<file path="src/rtl/dot_product_requant_pack.sv">
// Requantizes signed dot-product sums to int8 (bias, rounding shift, saturate)
// and packs four lanes per 32-bit word into a small output FIFO.
module dot_product_requant_pack #(
   parameter int S          = 48,
   parameter int FIFO_DEPTH = 4
) (
   input  logic          i_clk,
   input  logic          i_reset_n,
   input  logic [S-1:0]  i_sum,
   input  logic          i_valid,
   input  logic          i_last,
   input  logic [S-1:0]  i_bias,
   input  logic [5:0]    i_shift,
   output logic [31:0]   o_data,
   output logic [3:0]    o_keep,
   output logic          o_valid,
   input  logic          i_ready,
   output logic          o_err_sat,
   output logic          o_err_ovf
);

   localparam int AW = (FIFO_DEPTH > 1) ? $clog2(FIFO_DEPTH) : 1;
   localparam int CW = $clog2(FIFO_DEPTH + 1);
   localparam logic signed [S+1:0] MAX8 = (S+2)'(127);
   localparam logic signed [S+1:0] MIN8 = -((S+2)'(128));

   logic              v1, v2, v3;
   logic              l1, l2, l3;
   logic signed [S:0]   t1;
   logic signed [S+1:0] t2, t2_d, rnd;
   logic [7:0]        b3;
   logic              sat3;

   logic [1:0]        lane;
   logic [31:0]       word_q, word_d;
   logic [3:0]        keep_q, keep_d;
   logic              push;

   logic [35:0]       mem [FIFO_DEPTH];
   logic [AW-1:0]     wr_ptr, rd_ptr;
   logic [CW-1:0]     count;
   logic              full, pop, wr_en;

   // Half-LSB rounding term; absent when no shift is applied.
   always_comb begin
      rnd = '0;
      if (i_shift != 6'd0) rnd[i_shift - 6'd1] = 1'b1;
      t2_d = ($signed({t1[S], t1}) + rnd) >>> i_shift;
   end

   always_comb begin
      word_d = word_q;
      word_d[{lane, 3'b000} +: 8] = b3;
      keep_d = keep_q | (4'b0001 << lane);
      push   = v3 && ((lane == 2'd3) || l3);
   end

   assign o_valid = (count != '0);
   assign pop     = o_valid && i_ready;
   assign full    = (count == CW'(FIFO_DEPTH));
   assign wr_en   = push && (!full || pop);
   assign o_data  = o_valid ? mem[rd_ptr][31:0]  : 32'd0;
   assign o_keep  = o_valid ? mem[rd_ptr][35:32] : 4'd0;

   // Data path registers carry no reset; validity is tracked separately.
   always_ff @(posedge i_clk) begin
      t1 <= $signed({i_sum[S-1], i_sum}) + $signed({i_bias[S-1], i_bias});
      l1 <= i_last;
      t2 <= t2_d;
      l2 <= l1;
      l3 <= l2;
      if (t2 > MAX8) begin
         b3   <= 8'h7f;
         sat3 <= 1'b1;
      end else if (t2 < MIN8) begin
         b3   <= 8'h80;
         sat3 <= 1'b1;
      end else begin
         b3   <= t2[7:0];
         sat3 <= 1'b0;
      end
      if (wr_en) mem[wr_ptr] <= {keep_d, word_d};
   end

   always_ff @(posedge i_clk) begin
      if (!i_reset_n) begin
         v1        <= 1'b0;
         v2        <= 1'b0;
         v3        <= 1'b0;
         lane      <= 2'd0;
         word_q    <= 32'd0;
         keep_q    <= 4'd0;
         wr_ptr    <= '0;
         rd_ptr    <= '0;
         count     <= '0;
         o_err_sat <= 1'b0;
         o_err_ovf <= 1'b0;
      end else begin
         v1 <= i_valid;
         v2 <= v1;
         v3 <= v2;
         if (v3) begin
            if (push) begin
               lane   <= 2'd0;
               word_q <= 32'd0;
               keep_q <= 4'd0;
            end else begin
               lane   <= lane + 2'd1;
               word_q <= word_d;
               keep_q <= keep_d;
            end
         end
         if (v3 && sat3) o_err_sat <= 1'b1;
         if (push && full && !pop) o_err_ovf <= 1'b1;
         if (wr_en) wr_ptr <= wr_ptr + AW'(1);
         if (pop)   rd_ptr <= rd_ptr + AW'(1);
         unique case ({wr_en, pop})
            2'b10:   count <= count + CW'(1);
            2'b01:   count <= count - CW'(1);
            default: count <= count;
         endcase
      end
   end

endmodule
</file>
<file path="config.mk">
export PLATFORM = sky130hd
export DESIGN_NAME = dot_product_requant_pack
export DESIGN_NICKNAME = d
export VERILOG_FILES = /design/src/rtl/dot_product_requant_pack.sv
export SDC_FILE = /design/constraint.sdc
export NUM_CORES = 1
export LEC_CHECK = 0
export ABC_AREA = 0
export BUFFER_PORTS_ARGS = -buffer_cell sky130_fd_sc_hd__buf_2
export CAP_MARGIN = 25
export CORE_MARGIN = 3
export CORE_UTILIZATION = 35
export DETAILED_ROUTE_END_ITERATION = 10
export PLACE_DENSITY = 0.58
export SYNTH_ARGS = -nofsm -noshare
export SYNTH_HDL_FRONTEND = slang
export SYNTH_SLANG_ARGS = --single-unit
</file>
<file path="constraint.sdc">
create_clock -name i_clk -period 16.5 [get_ports i_clk]
set_input_delay 0 -clock i_clk [delete_from_list [all_inputs] [get_ports i_clk]]
set_output_delay 0 -clock i_clk [all_outputs]
set_load 0.03 [all_outputs]
</file>
# After elaboration in Yosys (flattened, before gate mapping)
# Memories as Yosys holds them, arrays and structs flattened. A register that Yosys moved wholly into a read port is not among the register bits.
# Index checks and enable logic that the tools add are counted.
totals:
  regBits: 161
  ramBits: 144
  input_bits: 107
  output_inout_bits: 39
  wordCells: 71
  mem_count: 1
mem_list:
  columns: ["memory", "words", "word_bits", "read_ports", "rd_clocked_by_memory_dff", "write_ports", "line", "text"]
  rows:
  - ["mem", 4, 36, 1, 1, 1, "39", "logic [35:0] mem [FIFO_DEPTH];"]
op_classes:
  n_addsub: 9
  magnitude_cmp: 4
  n_eq_ne: 4
  shifts: 4
  n_mux: 16
  n_bitwise: 1
  reduce_logical: 14
ops:
  columns: ["cell", "count"]
  rows:
  - ["$mux 32", 2]
  - ["$add 49x50->50", 1]
  - ["$gt 50x8->1 const B", 1]
  - ["$lt 50x8->1 const B", 1]
  - ["$mux 50", 1]
  - ["$sshr 50x6->50", 1]
  - ["$add 48x48->49", 1]
  - ["$bwmux 32", 1]
  - ["$shift 8x7->32 const A", 1]
  - ["$shiftx 8x7->32", 1]
  - ["$mux 4", 2]
  - ["$mux 8", 1]
  - ["$logic_and 1x1->1", 7]
  - ["$lt 6x7->1 const B", 1]
  - ["$neg 5->7", 1]
  - ["$add 2x1->2 const B", 3]
  - ["$demux 1 s6", 1]
  - ["$ge 6x1->1 const B", 1]
  - ["$mux 2", 3]
  - ["$pmux 3 s2", 1]
  - ["$reduce_bool 6->1", 1]
  - ["$sub 6x1->6 const B", 1]
  - ["$eq 2x2->1 const B", 2]
  - ["$mux 1", 4]
  - ["10 further kinds", 12]

# Longest topological paths before layout
depth:
  depth_word: 8
  ltp_mapped: 28
  mapped_depth_nobuf: 21

# Worst setup path after synthesis
# Ideal clock, no wire load.
synth_path:
  kind: "input port to flip-flop"
  start: "in i_shift[1]"
  end: "reg t2[0]"
  setup_time_ns: 0.134
  arrival_time_ns: 5.582
  required_ns: 16.366
  slack_ns: 10.784
  path_stages: 24
  n_path_buf: 7
  path_cell_list: "buf_6 -> inv_1 -> clkbuf_8 -> clkbuf_1 -> buf_1 -> clkbuf_1 -> ha_1 -> clkbuf_1 -> o21ai_0 -> a22oi_1 -> nor2_1 -> ha_1 -> buf_6 -> a211o_1 -> a21oi_1 -> o221a_2 -> o22ai_1 -> o21a_1 -> or4_4 -> and2_4 -> mux4_2 -> nand2_1 -> o211ai_1 -> mux4_2"
synth_via:
  elab_chain_len: 8
  elab_cells_between_ends: 10
  cone_classes: "2 x add/sub; 2 x order compare; 1 x shift; 3 x mux; 2 x reduce/logical"
synth_rtl:
  columns: ["item", "line", "text"]
  rows:
  - ["start: declaration", "13", "input logic [5:0] i_shift,"]
  - ["$sub 6x1->6", "47", "if (i_shift != 6'd0) rnd[i_shift - 6'd1] = 1'b1;"]
  - ["$lt 6x7->1 (implied by the code) / $ge 6x1->1 (equally long branches)", "47", null]
  - ["$logic_and 1x1->1 (implied by the code)", "47", null]
  - ["$mux 1 (implied by the code)", "47", null]
  - ["$demux 1 s6", "47", null]
  - ["$mux 50", "47", null]
  - ["$add 49x50->50", "48", "t2_d = ($signed({t1[S], t1}) + rnd) >>> i_shift;"]
  - ["$sshr 50x6->50 *", "48", null]
  - ["named net t2_d[0]", "30", "logic signed [S+1:0] t2, t2_d, rnd;"]
  - ["end signal: assignment", "69", "t2 <= t2_d;"]
  - ["end: declaration", "30", null]
# Mark *: on every way through the listed nets, which the timed path passes. The rest lies on a longest branch.
# A chain may end at the register's enable or synchronous reset.

# Worst setup path after layout
layout_path:
  start: "in i_shift[5]"
  end: "reg t2[39]"
# The elaborated chain is that of the path after synthesis.

==> flow_summary.yaml <==
floorplan:
  die_w_um: 253
  die-area_sq_um: 63800
  die_h_um: 253
  boundaryPins: 146
  initial_utilization_pct: 35.7
  rows: 89
  coreArea_sq_um: 59600
setup_path:
  crit_path_max_fanout: 30
  reg2reg_slack_ns: 11.35
  crit_end: "t2[39]"
  cp-start-kind: "input port"
  critPathArrivalTime_ns: 7.70
  timing.rr.end: "t2[39]"
  startpoint: "i_shift[5]"
  path_class: "input port to register"
  required_ns: 16.92
  r2r_start: "t1[23]"
  reg2reg_depth: 12
  end_kind: "register"
sta:
  hold_viol_final: 0
  worst_slack_ns: 9.22
  drv_slew: 0
  skew_ns: 0.0352
  period_needed_ns: 7.28
  setup_tns_ns: 0
  max_freq_mhz: 137
  relSlewSlack_pct: 16.6
  fin_crit_sh_pct: 44.1
  rsz0062_at_grt: "false"
  tightest_slew_ns: 1.25
  setup_violations: 0
grt:
  grt_usage_pct: 21.4
  grt_pass1_wl_um: 107000
  grt_start_max_net_pins: 73
  grt_pass1_vias: 18600
  antenna_found_initial: 1
  grt-ovfl-total: 0
route:
  wl_per_cell_um: 21.0
  postRouteAntennaNets: 0
  via_per_inst: 5.75
  drt-initial-drc-count: 1674
  route.detailed.drc: 0
  firstDrtPassIters: 6
  totalWireLength_um: 69900
  routed-via-count: 19100
clock_tree:
  root_buffer: "clkbuf_16"
  cts-htree-levels: 2
  cts_setup_buffers: 0
  cts_tree: "done"
  clk_path_buf_depth: 3
  cts.sink_count: 307
  numCtsBuffers: 35
  path_clk_slew_ns: 0.06
  clk_latency_ns: 0.57
logic_synthesis:
  ys_seq_area_share_pct: 35.7
  yosys_warnings: 0
  synth_cell_types: 107
  yosysTopAreaCell: "edfxtp_1"
  synth_area_leaders: "edfxtp_1, dfxtp_1, ha_1"
  synth_enable_flop_cells: 144
  synth_seq_cells: 307
  syn_nets: 2543
  syn_area_per_cell_sq_um: 9.16
  netlist_area_sq_um: 21300
  ys.flop_type: "dfxtp_1"
  syn_inst: 2322
  synth_top_area_share_pct: 20.3
  async_reset_ff_share_pct: 0
final_layout:
  final_cells: 3322
  final_layout_size_suffix_gt1_share_pct: 15.3
  nets: 2743
  nFillCells: 5844
  area_delta_synth_final_pct: 17.3
placed_design:
  dp_cells: 3128
  dpl_worst_slack_ns: 8.84
  portBuffers: 145
  routabilityCongestion: 0.970
  hpwlAfterDp_um: 51400
pwr:
  ir_drop_mv: 0.0620
  leakage_nw: 9.92
  power_density_nw_per_um2: 97.4
status:
  outcome: "complete, no violations"
hold_path:
  hold_class: "input port to register"
run:
  maxCapViolCount: 0
[timing repair]
| action | CTS | global route |
|---|---|---|
| endpoints found under the hold margin | 54 | 0 |
| resized for setup | 0 | 0 |
| hold buffers | 128 | 0 |
[stage by stage]
step	util [%]	cell area, sq um	power, W	hold WS (ns)
6_report	41.9	24900	0.00243	0.0250
5_1_grt	41.9	24900	0.00255	0.0564
4_1_cts	41.9	24900	0.00244	0.0117
3_5_place_dp	37.7	22500	0.00160	0.132
3_3_place_gp	37.7	22500	0.00160	0.124
2_1_floorplan	-	21300	0.00139	0.0277
[layout make-up]
| type | count | area (sq um) | share of cell area, % |
|---|---|---|---|
| multi-input combinational | 1793 | 12700 | 50.9 |
| inverter | 88 | 330 | 1.32 |
| tap | 773 | 967 | 3.88 |
| timing repair buffer | 297 | 2180 | 8.76 |
| clock buffer | 52 | 1070 | 4.30 |
| sequential | 307 | 7590 | 30.4 |
| antenna | 1 | 2.50 | 0.0100 |
| clock inverter | 11 | 108 | 0.431 |
[cell usage after synthesis (all sizes together), types with 9 or more instances]
cell    instances
a211oi         37
a21boi          9
a21o           57
a21oi         144
a221oi         16
a22oi          11
a31o           36
a31oi          28
and2          103
and3           15
buf            29
clkbuf        104
dfxtp         163
edfxtp        144
ha            111
inv            86
mux2           18
mux2i          39
mux4           58
nand2         191
nand2b         13
nand3          50
nand4          37
nor2          254
nor2b          14
nor3           38
nor4           28
o211ai         36
o21a           27
o21ai         142
o21bai          9
o221ai          9
o22ai          16
o31ai          11
or2            14
or3            13
xnor2          54
xor2           31
[cells by family after synthesis]
| kind of cell | Yosys count | synth area share, % |
|---|---|---|
| adders and majority gates | 114 | 6.81 |
| AOI/OAI and AO/OA | 686 | 22.4 |
| and+or+nand+nor | 793 | 18.0 |
| muxes | 115 | 8.93 |
| DFF | 307 | 35.7 |
| xor gates and xnor gates | 85 | 3.50 |
| buffers and inverters | 222 | 4.71 |
[worst min-delay path by stage]
stage                     slack, ns  endpoint  cells after the start       start
final                          0.03    t1[28]                      5   i_sum[27]
after global routing           0.06     t2[4]                      4  i_shift[4]
after CTS                      0.01    t1[28]                      5   i_sum[27]
after detailed placement       0.13        l1                      1      i_last
after global placement         0.12        l1                      1      i_last
after floorplan                0.03        l1                      0      i_last
[registers in the layout (all words and copies together) (netlist names), 2 cells and up, named ones only]
| register | count |
|---|---|
| b3 | 8 |
| wr_ptr | 2 |
| count | 3 |
| lane | 2 |
| word_q | 32 |
| t2 | 50 |
| t1 | 49 |
| mem | 144 |
| rd_ptr | 2 |
| keep_q | 4 |
[placed cells by master (no fill, tap or decap), drive strengths merged, types with 53 or more instances in the layout]
cell	instances
edfxtp	144
clkbuf	53
dfxtp	163
nor2	254
buf	168
xnor2	54
inv	89
mux4	58
o21ai	142
dlygate4sd3	128
nand2	191
and2	103
ha	111
a21oi	144
a21o	57
[critical path, stage by stage]
cell	delay, ns
buf_2	0.08
buf_4	0.33
clkinv_1	0.60
nand2_1	0.79
nor2_1	0.37
o21ai_0	0.47
nand2_1	0.31
nor2_1	0.18
ha_1	0.49
nand2_1	0.14
o21a_1	0.26
o31a_1	0.31
o21ai_0	0.62
a31oi_2	0.19
o21ai_1	0.34
xor2_1	0.54
inv_1	0.58
o21ai_0	0.53
mux4_2	0.43
o21ai_0	0.10
[layer usage]
metal	global-route usage [%]	vias to the layer above	part of all wire, %
met4	8.68	0	4.2
met3	3.45	154	5.2
met1	26.3	9224	42
met2	37.3	613	48
met5	0	-	0
li1	-	9119	-
[report_power, final]
part	internal [W]	total, W	switching, W	leakage (nW)
logic	0.000293	0.000747	0.000454	6.62
registers	0.000858	0.000898	0.0000406	2.72
clock network	0.000458	0.000784	0.000325	0.584
total	0.00161	0.00243	0.000820	9.92
(Power assumes the default switching activity.)
